[config.mk]
export PLATFORM = sky130hd
export DESIGN_NAME = nor_chain_pipe
export DESIGN_NICKNAME = d
export VERILOG_FILES = /design/src/rtl/nor_chain_pkg.sv /design/src/rtl/nor_chain_stage.sv /design/src/rtl/nor_chain_pipe.sv
export SDC_FILE = /design/constraint.sdc
export NUM_CORES = 1
export LEC_CHECK = 0
export ABC_AREA = 1
export CAP_MARGIN = 0
export CELL_PAD_IN_SITES_DETAIL_PLACEMENT = 1
export CELL_PAD_IN_SITES_GLOBAL_PLACEMENT = 1
export CORE_ASPECT_RATIO = 1.2
export CORE_MARGIN = 10
export CORE_UTILIZATION = 33
export DETAILED_ROUTE_END_ITERATION = 6
export GPL_TIMING_DRIVEN = 0
export MAX_ROUTING_LAYER = met4
export PLACE_DENSITY_LB_ADDON = 0.1
export RECOVER_POWER = 25
export SLEW_MARGIN = 20
export SYNTH_ARGS = -nofsm -noshare
export SYNTH_HDL_FRONTEND = slang
export SYNTH_SLANG_ARGS = --single-unit
[constraint.sdc]
create_clock -name clk -period 1.4 [get_ports clk]
set_input_delay 0.21 -clock clk [delete_from_list [all_inputs] [get_ports clk]]
set_output_delay 0.21 -clock clk [all_outputs]
set_load 0.01 [all_outputs]
[src/rtl/nor_chain_pkg.sv]
// -----------------------------------------------------------------------------
// nor_chain_pkg
// Shared constants and helpers for the pipelined NOR/NAND cascade.
//   MODE_NOR / MODE_NAND : encoding of the per-transaction gate select
//   word_lo()            : low bit index of word k in a WIDTH-wide packed bus
// -----------------------------------------------------------------------------
package nor_chain_pkg;

    localparam logic MODE_NOR  = 1'b0;
    localparam logic MODE_NAND = 1'b1;

    // Operand/tap slice index: word k of a bus occupies [k*width +: width].
    function automatic int word_lo(input int k, input int width);
        return k * width;
    endfunction

endpackage

[src/rtl/nor_chain_stage.sv]
// -----------------------------------------------------------------------------
// nor_chain_stage
// One level of the elastic cascade. Computes r_K = op(a, d(K)) and registers
// it together with the earlier taps r_1..r_(K-1) and the still-pending
// operands d(K+1)..d(N_IN-1).
//
// Bus layout between stages (N_IN*WIDTH bits, word index in brackets):
//   [0]            a operand for the next level (d0 into stage 1, r_K out of stage K)
//   [1 .. K]       taps r_1..r_K        (out of stage K)
//   [K+1 .. N_IN-1] pending operands d(K+1)..d(N_IN-1)
// Into stage K the same layout holds with K-1 taps, so d(K) sits at word K.
//
// Ports:
//   clk, rst_n          clock, asynchronous active-low reset
//   up_valid/up_ready   handshake with the previous level (or the source)
//   up_mode, up_data    transaction entering this level
//   dn_valid/dn_ready   handshake with the next level (or the sink)
//   dn_mode, dn_data    registered transaction leaving this level
// -----------------------------------------------------------------------------
module nor_chain_stage
    import nor_chain_pkg::*;
#(
    parameter int WIDTH = 1,
    parameter int K     = 1,
    parameter int N_IN  = 4
) (
    input  logic                    clk,
    input  logic                    rst_n,
    input  logic                    up_valid,
    output logic                    up_ready,
    input  logic                    up_mode,
    input  logic [N_IN*WIDTH-1:0]   up_data,
    output logic                    dn_valid,
    input  logic                    dn_ready,
    output logic                    dn_mode,
    output logic [N_IN*WIDTH-1:0]   dn_data
);

    localparam int SW = (N_IN - 1) * WIDTH;

    if ((K < 1) || (K > N_IN - 1)) begin : g_bad_k
        $error("nor_chain_stage: K must lie in 1..N_IN-1");
    end

    logic          valid_q, valid_d;
    logic          mode_q,  mode_d;
    logic [SW-1:0] state_q, state_d;   // {pending operands, r_K, r_(K-1)..r_1}

    logic [WIDTH-1:0] a_w, b_w, r_w;

    assign a_w = up_data[word_lo(0, WIDTH) +: WIDTH];
    assign b_w = up_data[word_lo(K, WIDTH) +: WIDTH];
    assign r_w = (up_mode == MODE_NAND) ? ~(a_w & b_w) : ~(a_w | b_w);

    // An empty level always loads, so bubbles collapse toward the output.
    assign up_ready = ~valid_q | dn_ready;

    always_comb begin
        valid_d = valid_q;
        mode_d  = mode_q;
        state_d = state_q;
        if (up_ready) begin
            valid_d = up_valid;
            if (up_valid) begin
                mode_d  = up_mode;
                // Drop the consumed 'a' word; d(K) is replaced in place by r_K,
                // which leaves taps below and pending operands above it.
                state_d = up_data[N_IN*WIDTH-1:WIDTH];
                state_d[word_lo(K - 1, WIDTH) +: WIDTH] = r_w;
            end
        end
    end

    always_ff @(posedge clk or negedge rst_n) begin
        if (!rst_n) begin
            valid_q <= 1'b0;
            mode_q  <= MODE_NOR;
            state_q <= '0;
        end else begin
            valid_q <= valid_d;
            mode_q  <= mode_d;
            state_q <= state_d;
        end
    end

    assign dn_valid = valid_q;
    assign dn_mode  = mode_q;
    // Latest result is duplicated into word 0 as the next level's 'a' operand.
    assign dn_data  = {state_q, state_q[word_lo(K - 1, WIDTH) +: WIDTH]};

endmodule

[src/rtl/nor_chain_pipe.sv]
// -----------------------------------------------------------------------------
// nor_chain_pipe
// Pipelined, parametrised NOR/NAND cascade: r1 = op(d0,d1), rk = op(r(k-1),dk),
// one register level per cascade step (latency N_IN-1), elastic valid/ready on
// both sides, every intermediate result exported as a delay-matched tap.
//
// Ports:
//   clk, rst_n            clock, asynchronous active-low reset
//   in_valid / in_ready   source handshake (in_ready is combinational)
//   in_data               operand k at [k*WIDTH +: WIDTH]
//   in_mode               0 = NOR cascade, 1 = NAND cascade, per transaction
//   out_valid / out_ready sink handshake
//   out_data              final result r(N_IN-1)
//   out_taps              r_k at [(k-1)*WIDTH +: WIDTH]; top slice equals out_data
// -----------------------------------------------------------------------------
module nor_chain_pipe
    import nor_chain_pkg::*;
#(
    parameter int WIDTH = 1,
    parameter int N_IN  = 4
) (
    input  logic                        clk,
    input  logic                        rst_n,
    input  logic                        in_valid,
    output logic                        in_ready,
    input  logic [N_IN*WIDTH-1:0]       in_data,
    input  logic                        in_mode,
    output logic                        out_valid,
    input  logic                        out_ready,
    output logic [WIDTH-1:0]            out_data,
    output logic [(N_IN-1)*WIDTH-1:0]   out_taps
);

    if (N_IN < 2) begin : g_bad_n_in
        $error("nor_chain_pipe: N_IN must be at least 2");
    end
    if (WIDTH < 1) begin : g_bad_width
        $error("nor_chain_pipe: WIDTH must be at least 1");
    end

    // Index 0 is the source side; index k is the output of level k.
    logic [N_IN-1:0]        valid_chain;
    logic [N_IN-1:0]        mode_chain;
    logic [N_IN*WIDTH-1:0]  data_chain [N_IN];
    // rdy_chain[k] = ready of level k; rdy_chain[N_IN] is the sink.
    logic [N_IN:1]          rdy_chain;

    assign valid_chain[0]  = in_valid;
    assign mode_chain[0]   = in_mode;
    assign data_chain[0]   = in_data;
    assign rdy_chain[N_IN] = out_ready;

    for (genvar gi = 1; gi < N_IN; gi++) begin : g_stage
        nor_chain_stage #(
            .WIDTH (WIDTH),
            .K     (gi),
            .N_IN  (N_IN)
        ) u_stage (
            .clk      (clk),
            .rst_n    (rst_n),
            .up_valid (valid_chain[gi-1]),
            .up_ready (rdy_chain[gi]),
            .up_mode  (mode_chain[gi-1]),
            .up_data  (data_chain[gi-1]),
            .dn_valid (valid_chain[gi]),
            .dn_ready (rdy_chain[gi+1]),
            .dn_mode  (mode_chain[gi]),
            .dn_data  (data_chain[gi])
        );
    end

    assign in_ready  = rdy_chain[1];
    assign out_valid = valid_chain[N_IN-1];
    assign out_data  = data_chain[N_IN-1][word_lo(0, WIDTH) +: WIDTH];
    assign out_taps  = data_chain[N_IN-1][word_lo(1, WIDTH) +: (N_IN-1)*WIDTH];

endmodule
**Word level (Yosys, flattened, before mapping)**

Cells that the tools add are included.

- Output and inout bits: 6
- Bits in writable memories: 0
- Memories: 0
- Register bits: 14
- Word-level logic and storage cells: 32
- Bits in latches: 0
- Bits in read-only memories: 0

- Bitwise gates (word level): 18
- Multiply operators: 0
- Mux-type cells: 3
- Reduce and logical (&&, ||, !) cells: 3
- Magnitude comparators: 0
- Divide/modulo/power cells: 0
- Equal/unequal tests: 0
- $add $sub $neg: 0
- Shift operators: 0

Operators with widths:

| cell | number |
|---|---|
| NOT 1 bit | 9 |
| bitwise OR 1 bit | 6 |
| AND reduction 2 bit | 3 |
| bitwise AND 1 bit | 3 |
| 2-to-1 mux 1 bit | 3 |

**Logic depth before layout (Yosys ltp)**

Gate-level depths: netlist of the first run.

- Depth after elaboration: 5
- Gate-level depth with buffers: 6
- Depth with buffers taken out: 6

**By module**

A second synthesis of the first run with hierarchy kept.

- Cells, all modules: 84
- Area, all modules: 694.4 um^2

Modules (own cells, without submodules):

| module | area each (um^2) | cells an instance | times used | sequential area each (um^2) |
|---|---|---|---|---|
| nor_chain_stage | 231.5 | 28 | 3 | 125.1 |

**Worst setup path before layout of the first run**

Ideal clock, no wire load.

- Kind: register to register
- From: reg g_stage[3].u_stage.valid_q
- To: reg g_stage[3].u_stage.state_q[2]
- Arrival time: 0.837 ns
- Cell stages (with the launch flop): 6
- Clock period less this slack: 0.954 ns
- Setup time: 0.116 ns
- Slack: 0.446 ns
- Path through: dfrtp_1 > nand2_1 > nand2_1 > inv_1 > nand2_1 > nand2_1

- Cells in the longest elaborated chain, start to end: 3

RTL lines:

| element | line | source |
|---|---|---|
| start, declared | nor_chain_stage.sv:45 | `logic valid_q, valid_d;` |
| start signal, assigned | nor_chain_stage.sv:80 | `valid_q <= valid_d;` |
| NOT 1 bit | nor_chain_stage.sv:56 | `assign up_ready = ~valid_q \| dn_ready;` |
| bitwise OR 1 bit | nor_chain_stage.sv:56 |  |
| AND reduction 2 bit (no line) | -- |  |
| end signal, assigned | nor_chain_stage.sv:82 | `state_q <= state_d;` |
| end, declared | nor_chain_stage.sv:47 | `logic [SW-1:0] state_q, state_d;` |

No other way between the ends.
A chain may end at the register's enable or synchronous reset.

**Worst setup path in the final report of the first run**

- From: reg g_stage[3].u_stage.valid_q
- To: out in_ready

- Cells in the longest elaborated chain, start to end: 4

RTL lines:

| element | line | source |
|---|---|---|
| NOT 1 bit | nor_chain_stage.sv:56 |  |
| bitwise OR 1 bit (3 in a row) | nor_chain_stage.sv:56 |  |
| end, declared | nor_chain_pipe.sv:25 | `output logic in_ready,` |

No other way between the ends.

==> results of run 1 <==
## where the power goes
part           total [W]  internal (W)  switching [W]
registers       0.000628      0.000535      0.0000927
logic           0.000490      0.000248       0.000242
clock network   0.000289      0.000158       0.000131
total            0.00141      0.000942       0.000465
## cell usage in the layout, fill, tap and decap left out, drive strengths merged
cell           Yosys  final
buf                3      7
dlygate4sd3        0      1
nor2               1      1
clkdlybuf4s50      0      7
clkbuf             0      4
dfrtp             14     14
nand4              1      1
o21ai              4      4
clkdlybuf4s15      0      1
nand3              5      5
nand2             40     40
inv                8      8
dlygate4sd2        0      5
## timing repair
item,CTS,global route
setup endpoints to repair,6,1
gates resized for setup,10,1
pin swaps,1,1
buffers inserted,0,4
hold buffers,0,0
endpoints found under the hold margin,0,0
## sequential cells by signal, indices dropped and copies added, names as in the netlist
| signal | count |
|---|---|
| g_stage.u_stage.dn_valid | 3 |
| g_stage.u_stage.state_q | 9 |
| g_stage.u_stage.dn_mode | 2 |
## area by class of cell
type	instances	area, µm²	share of cell area, %
multi-input combinational	51	235	27.2
timing repair buffer	18	165	19.1
inverter	8	30.0	3.47
sequential	14	353	40.8
buffer	3	22.5	2.60
clock buffer	4	36.3	4.19
tap	19	23.8	2.75
## through the flow
step / setup slack [ns] / util, % / TNS, ns
after floorplan: 0.446 / - / 0
after global placement: -0.247 / 43.3 / -0.247
after detailed placement: -0.249 / 43.3 / -0.249
after CTS: 0.0104 / 45.1 / 0
after global routing: 0.0611 / 46.8 / 0
final: 0.115 / 46.8 / 0
## layer usage
layer,track usage [%],share of wire (%),up-vias
met1,7.13,40,250
met4,4.21,0.72,0
met3,3.33,4.9,2
met2,13.5,55,11
met5,-,0,-
li1,-,-,273
## worst max path at each step
| stage | start | endpoint |
|---|---|---|
| global route | g_stage[3].u_stage.dn_valid$_DFFE_PN0P_ | in_ready |
| finish | g_stage[3].u_stage.dn_valid$_DFFE_PN0P_ | in_ready |
| detailed placement | out_ready | in_ready |
| CTS | g_stage[3].u_stage.dn_valid$_DFFE_PN0P_ | in_ready |
| floorplan | g_stage[3].u_stage.dn_valid$_DFFE_PN0P_ | g_stage[3].u_stage.state_q[2]$_DFFE_PN0P_ |
| global placement | out_ready | in_ready |
## kinds of logic after synthesis
| family | count (synthesis) | synth area share, % |
|---|---|---|
| DFF | 14 | 54.9 |
| and+or+nand+nor | 47 | 33.7 |
| AOI/OAI and AO/OA | 4 | 3.14 |
| buffers and inverters | 11 | 8.24 |
## critical path: cells and delay by family, from the launching register on
kind                   cells  cell delay, ns
buffers and inverters      1            0.23
DFF                        1            0.45
and+or+nand+nor            1            0.12
==> results.txt, run 1 <==
Setup violations, final = 0
Mapped cell area = 638 µm²
Final Hold Vio Count = 0
ANT nets after route = 0
Critical Path Sink Type = primary output
Max_cap viols = 0
Count leader, synth = nand2_1
Fin area = 866 µm²
DP Area = 802 µm²
Peak supply drop = 0.578 mV
Half-perimeter wire length after detailed placement = 1070 µm
Fill count = 236
Reg2Reg Depth = 6
CTS root buf = clkbuf_4
Share of cells above drive strength 1 = 19.4%
Gate Count Post-Synth = 76
Sink Count = 14
Synth area leader = dfrtp_1
Cts bufs inserted = 3
# IOs = 15
Vias in the first global route = 539
EDFF count, synth = 0
Initial Util = 34.5%
Gr ovfl total = 0
Core Area = 1850 µm²
Synth top area cells = dfrtp_1 (55%), nand2_1 (22%), inv_1 (4.7%)
Clock skew = 0.00193 ns
Post-synth top flop = dfrtp_1
Outcome = finished clean
Worst-path cell chain = nand4_4 > clkdlybuf4s15_2
Total wire length = 1400 µm
Drt wl/cell = 11.9 µm
RSZ-0062 raised after global routing = false
RR Startpoint = g_stage[3].u_stage.dn_valid$_DFFE_PN0P_
Yosys cell types = 11
DRC errors left = 0
Initial antenna violation count = 0
Placer congestion estimate = 0.681
Fin crit share = 91.8%
Die height = 68.2 µm
Leakage = 0.469 nW
Crit path kind = flip-flop to primary output
Net count after synthesis = 85
Total number of vias = 536
Placed Cells = 109
Hold crit path type = primary input to asynchronous set/reset pin
Clk buf depth = 2
Critical Path Max Stage Delay = 0.45 ns
Average size of a mapped cell = 8.40 µm²
Tightest Pin Transition = 0.625 ns
Reg-to-reg endpoint = g_stage[3].u_stage.state_q[2]$_DFFE_PN0P_
Post-synthesis sequential area ratio = 54.9%
1st-iter DRT viols = 4
Total power draw = 0.00141 W
Vias per inst = 4.58
CP Max Fanout = 4
GRT Total Usage = 7.85%
Synth cell count leaders = nand2_1 (38), dfrtp_1 (14), inv_1 (8)
Port bufs = 14
Relative slew slack = 58.2%
First-pass GRT wire length = 2340 µm
#FFs+latches synth = 14
Die Area = 4100 µm²
CP max-delay cell = dfrtp_2
# nets final = 108
Die width = 60.1 µm
Row cnt = 17
Ys async rst share = 100%
Crit path time final = 1.28 ns
Worst EP required = 1.19 ns
WHS = 0.384 ns
Share of the synthesized area in the top cell type = 54.9%
Startpoint types = flip-flop
Highest Clock Rate = 778 MHz
Worst path arrival time = 1.07 ns
Number of antenna diodes = 0
Post-route insts no fill = 117
Largest net degree at the start of global routing = 15
Clock slew at reported path FFs = 0.09 ns
Worst reg2reg setup slack = 0.33 ns
Area Overhead vs Synth = 35.7%
CTS H-tree depth = 1
Worst-Skew Late Latency = 0.28 ns
Slew Viols, Final = 0
Yosys warns = 0
Pwr per Cell Area = 1620 nW/µm²
Pre-antenna DRT Iters = 2
CTS tree = built
Note: power is estimated with default switching activity, not from simulation.
==> inputs of run 2 (changes only) <==
--- a/config.mk
+++ b/config.mk
@@ -11,7 +11,7 @@
 export CELL_PAD_IN_SITES_GLOBAL_PLACEMENT = 1
 export CORE_ASPECT_RATIO = 1.2
 export CORE_MARGIN = 10
-export CORE_UTILIZATION = 33
+export CORE_UTILIZATION = 34
 export DETAILED_ROUTE_END_ITERATION = 6
 export GPL_TIMING_DRIVEN = 0
 export MAX_ROUTING_LAYER = met4
==> constraint.sdc (replaced) <==
create_clock -name clk -period 1.2 [get_ports clk]
set_input_delay 0.18 -clock clk [delete_from_list [all_inputs] [get_ports clk]]
set_output_delay 0.18 -clock clk [all_outputs]
set_load 0.01 [all_outputs]
==> run 2 against run 1 <==
Count of clock-buffer cells in the layout down 1. Critical path depth unchanged. Worst hold slack worse by 0.032 ns. Clock power down 12%. Critical endpoint unchanged. Routed wire length down 4.9%. Largest cell class unchanged. Core utilization up 1.1 points. Flip-flop and latch count unchanged. Highest routed layer unchanged. Non-clock buffer count up 4. Worst setup slack worse by 0.077 ns. Total power up 16%. First-iteration DRC count up 130%. Sequential share of layout area down 0.14 points.
==> results.txt, run 2 (synthesis results as in run 1) <==
Sink Count = 14 (unchanged)
RSZ-0062 raised after global routing = true
Die width = 59.5 µm (-0.99%)
Slew Viols, Final = 0 (unchanged)
Largest net degree at the start of global routing = 15 (unchanged)
Critical Path Sink Type = primary output
Final Hold Vio Count = 0 (unchanged)
CP Max Fanout = 5 (+1)
Port bufs = 14 (unchanged)
1st-iter DRT viols = 9 (+5)
Cts bufs inserted = 3 (unchanged)
Reg with most FFs = g_stage.u_stage.state_q
Post-Place Setup Slack = -0.395 ns (-0.145 ns)
Total number of vias = 533 (-0.56%)
Sw Share = 33.6% (+0.60 points)
ANT nets after route = 0 (unchanged)
Setup violations, final = 0 (unchanged)
Reg-to-reg endpoint = g_stage[2].u_stage.state_q[0]$_DFFE_PN0P_
Clock slew at reported path FFs = 0.08 ns (about the same)
Outcome = finished clean
GRT Total Usage = 7.58% (-0.27 points)
Highest Clock Rate = 861 MHz
# IOs = 15 (unchanged)
CTS tree = built
Reg2Reg Depth = 6 (unchanged)
Die height = 67.5 µm (-1.0%)
Pint = 0.00108 W (+15%)
Most frequent cells in the layout = nand2_1 (37), dfrtp_1 (13), buf_4 (10), clkdlybuf4s50_1 (7), inv_1 (6)
Power share of the clock group = 15.6% (-4.9 points)
WHS = 0.353 ns (-0.0318 ns)
Combinational Power Share = 40.0% (+5.2 points)
Most common cell after layout, fill and taps aside = nand2_1
Leakage = 0.473 nW (+0.87%)
FF/Latch Area = 352 µm² (-0.35%)
Pre-antenna DRT Iters = 4 (+2)
CTS H-tree depth = 1 (unchanged)
# nets final = 112 (+3.7%)
Clk buf depth = 2 (unchanged)
NetSw = 0.000549 W (+18%)
Setup WS post-layout = 0.0383 ns (-0.0771 ns)
Die Area = 4020 µm² (-2.0%)
Startpoint types = flip-flop
Tightest Pin Transition = 0.604 ns (-0.0212 ns)
Row cnt = 17 (unchanged)
Worst path arrival time = 0.98 ns (-0.09 ns)
Footprint of the multi-input gates = 238 µm² (+1.1%)
Placer congestion estimate = 0.676 (-0.75%)
Drt wl/cell = 11.1 µm (-7.3%)
Worst EP required = 1.02 ns (-0.17 ns)
Fin crit share = 96.8%
Share of cells above drive strength 1 = 26.7% (+7.3 points)
Area Overhead vs Synth = 35.7% (unchanged)
RR Startpoint = g_stage[2].u_stage.dn_valid$_DFFE_PN0P_
Relative slew slack = 59.6% (+1.4 points)
Core Area = 1810 µm² (-2.3%)
Peak supply drop = 0.670 mV (+16%)
Crit path kind = flip-flop to primary output
Vias in the first global route = 589 (+9.3%)
Vias per inst = 4.44 (-3.0%)
Half-perimeter wire length after detailed placement = 1020 µm (-5.3%)
Pwr per Cell Area = 1880 nW/µm² (+16%)
Hold crit path type = primary input to asynchronous set/reset pin
Reg power frac = 44.4% (-0.2 points)
Fill count = 238 (+0.85%)
Number of antenna diodes = 0 (unchanged)
Crit path time final = 1.16 ns
Initial antenna violation count = 0 (unchanged)
Number of flip-flops in the largest register = 9 (unchanged)
Initial Util = 35.3% (+0.81 points)
CTS root buf = clkbuf_4
Total wire length = 1330 µm (-4.9%)
Worst-Skew Late Latency = 0.27 ns (about the same)
DRC errors left = 0 (unchanged)
Worst reg2reg setup slack = 0.09 ns (-0.24 ns)
Max_cap viols = 0 (unchanged)
First-pass GRT wire length = 2330 µm (-0.30%)
Clock skew = 0.00180 ns (-0.000137 ns)
Gr ovfl total = 0 (unchanged)
[run 2: worst max-delay path: stages (launching register included)]
cell and delay [ns]:
dfrtp_2 0.41, nand4_4 0.13, buf_2 0.16
[run 2: what timing repair did]
item,in CTS,in global routing
resized for setup,17,7
endpoints found under the setup margin,6,5
hold buffers,0,0
buffers inserted,2,6
[run 2: cell type report]
cell class	count	area share, %
Tap cell	19	2.75
Multi-Input combinational cell	51	27.5
Clock buffer	3	2.60
Sequential cell	14	40.6
Inverter	8	3.47
Timing Repair Buffer	22	20.5
Buffer	3	2.60
[run 2: how the worst max path moves through the flow]
stage	slack [ns]	depth (start not counted)	end	from
after floorplan	0.25	5	g_stage[3].u_stage.state_q[2]$_DFFE_PN0P_	g_stage[3].u_stage.dn_valid$_DFFE_PN0P_
after global placement	-0.39	4	in_ready	out_ready
after detailed placement	-0.39	4	in_ready	out_ready
after CTS	-0.12	2	in_ready	g_stage[1].u_stage.dn_valid$_DFFE_PN0P_
after global routing	-0.003	2	in_ready	g_stage[3].u_stage.dn_valid$_DFFE_PN0P_
final	0.04	2	in_ready	g_stage[3].u_stage.dn_valid$_DFFE_PN0P_
[run 2: power groups by stage]
stage | registers [W] | clock network (W) | logic [W]
2_1_floorplan | 0.000737 | 0 | 0.000331
3_5_place_dp | 0.000744 | 0 | 0.000600
4_1_cts | 0.000724 | 0.000262 | 0.000604
6_report | 0.000724 | 0.000254 | 0.000653
3_3_place_gp | 0.000736 | 0 | 0.000588
5_1_grt | 0.000747 | 0.000289 | 0.000748
[run 2: per-layer routing]
| metal | global-route usage (%) | wire [µm] | vias up |
|---|---|---|---|
| li1 | - | - | 278 |
| met1 | 7.22 | 588 | 240 |
| met2 | 13.0 | 654 | 13 |
| met3 | 3.19 | 75 | 2 |
| met4 | 3.37 | 11 | 0 |
| met5 | - | 0 | - |
[run 2: per-stage QoR]
step | cell area [µm²] | utilization, % | setup TNS (ns) | instances | power (W)
after global routing | 866 | 47.9 | -0.00367 | 120 | 0.00178
after global placement | 802 | 44.4 | -0.673 | 109 | 0.00132
final | 866 | 47.9 | 0 | 120 | 0.00163
after CTS | 837 | 46.3 | -0.118 | 114 | 0.00159
after detailed placement | 802 | 44.4 | -0.894 | 109 | 0.00134
after floorplan | 638 | - | 0 | 76 | 0.00107
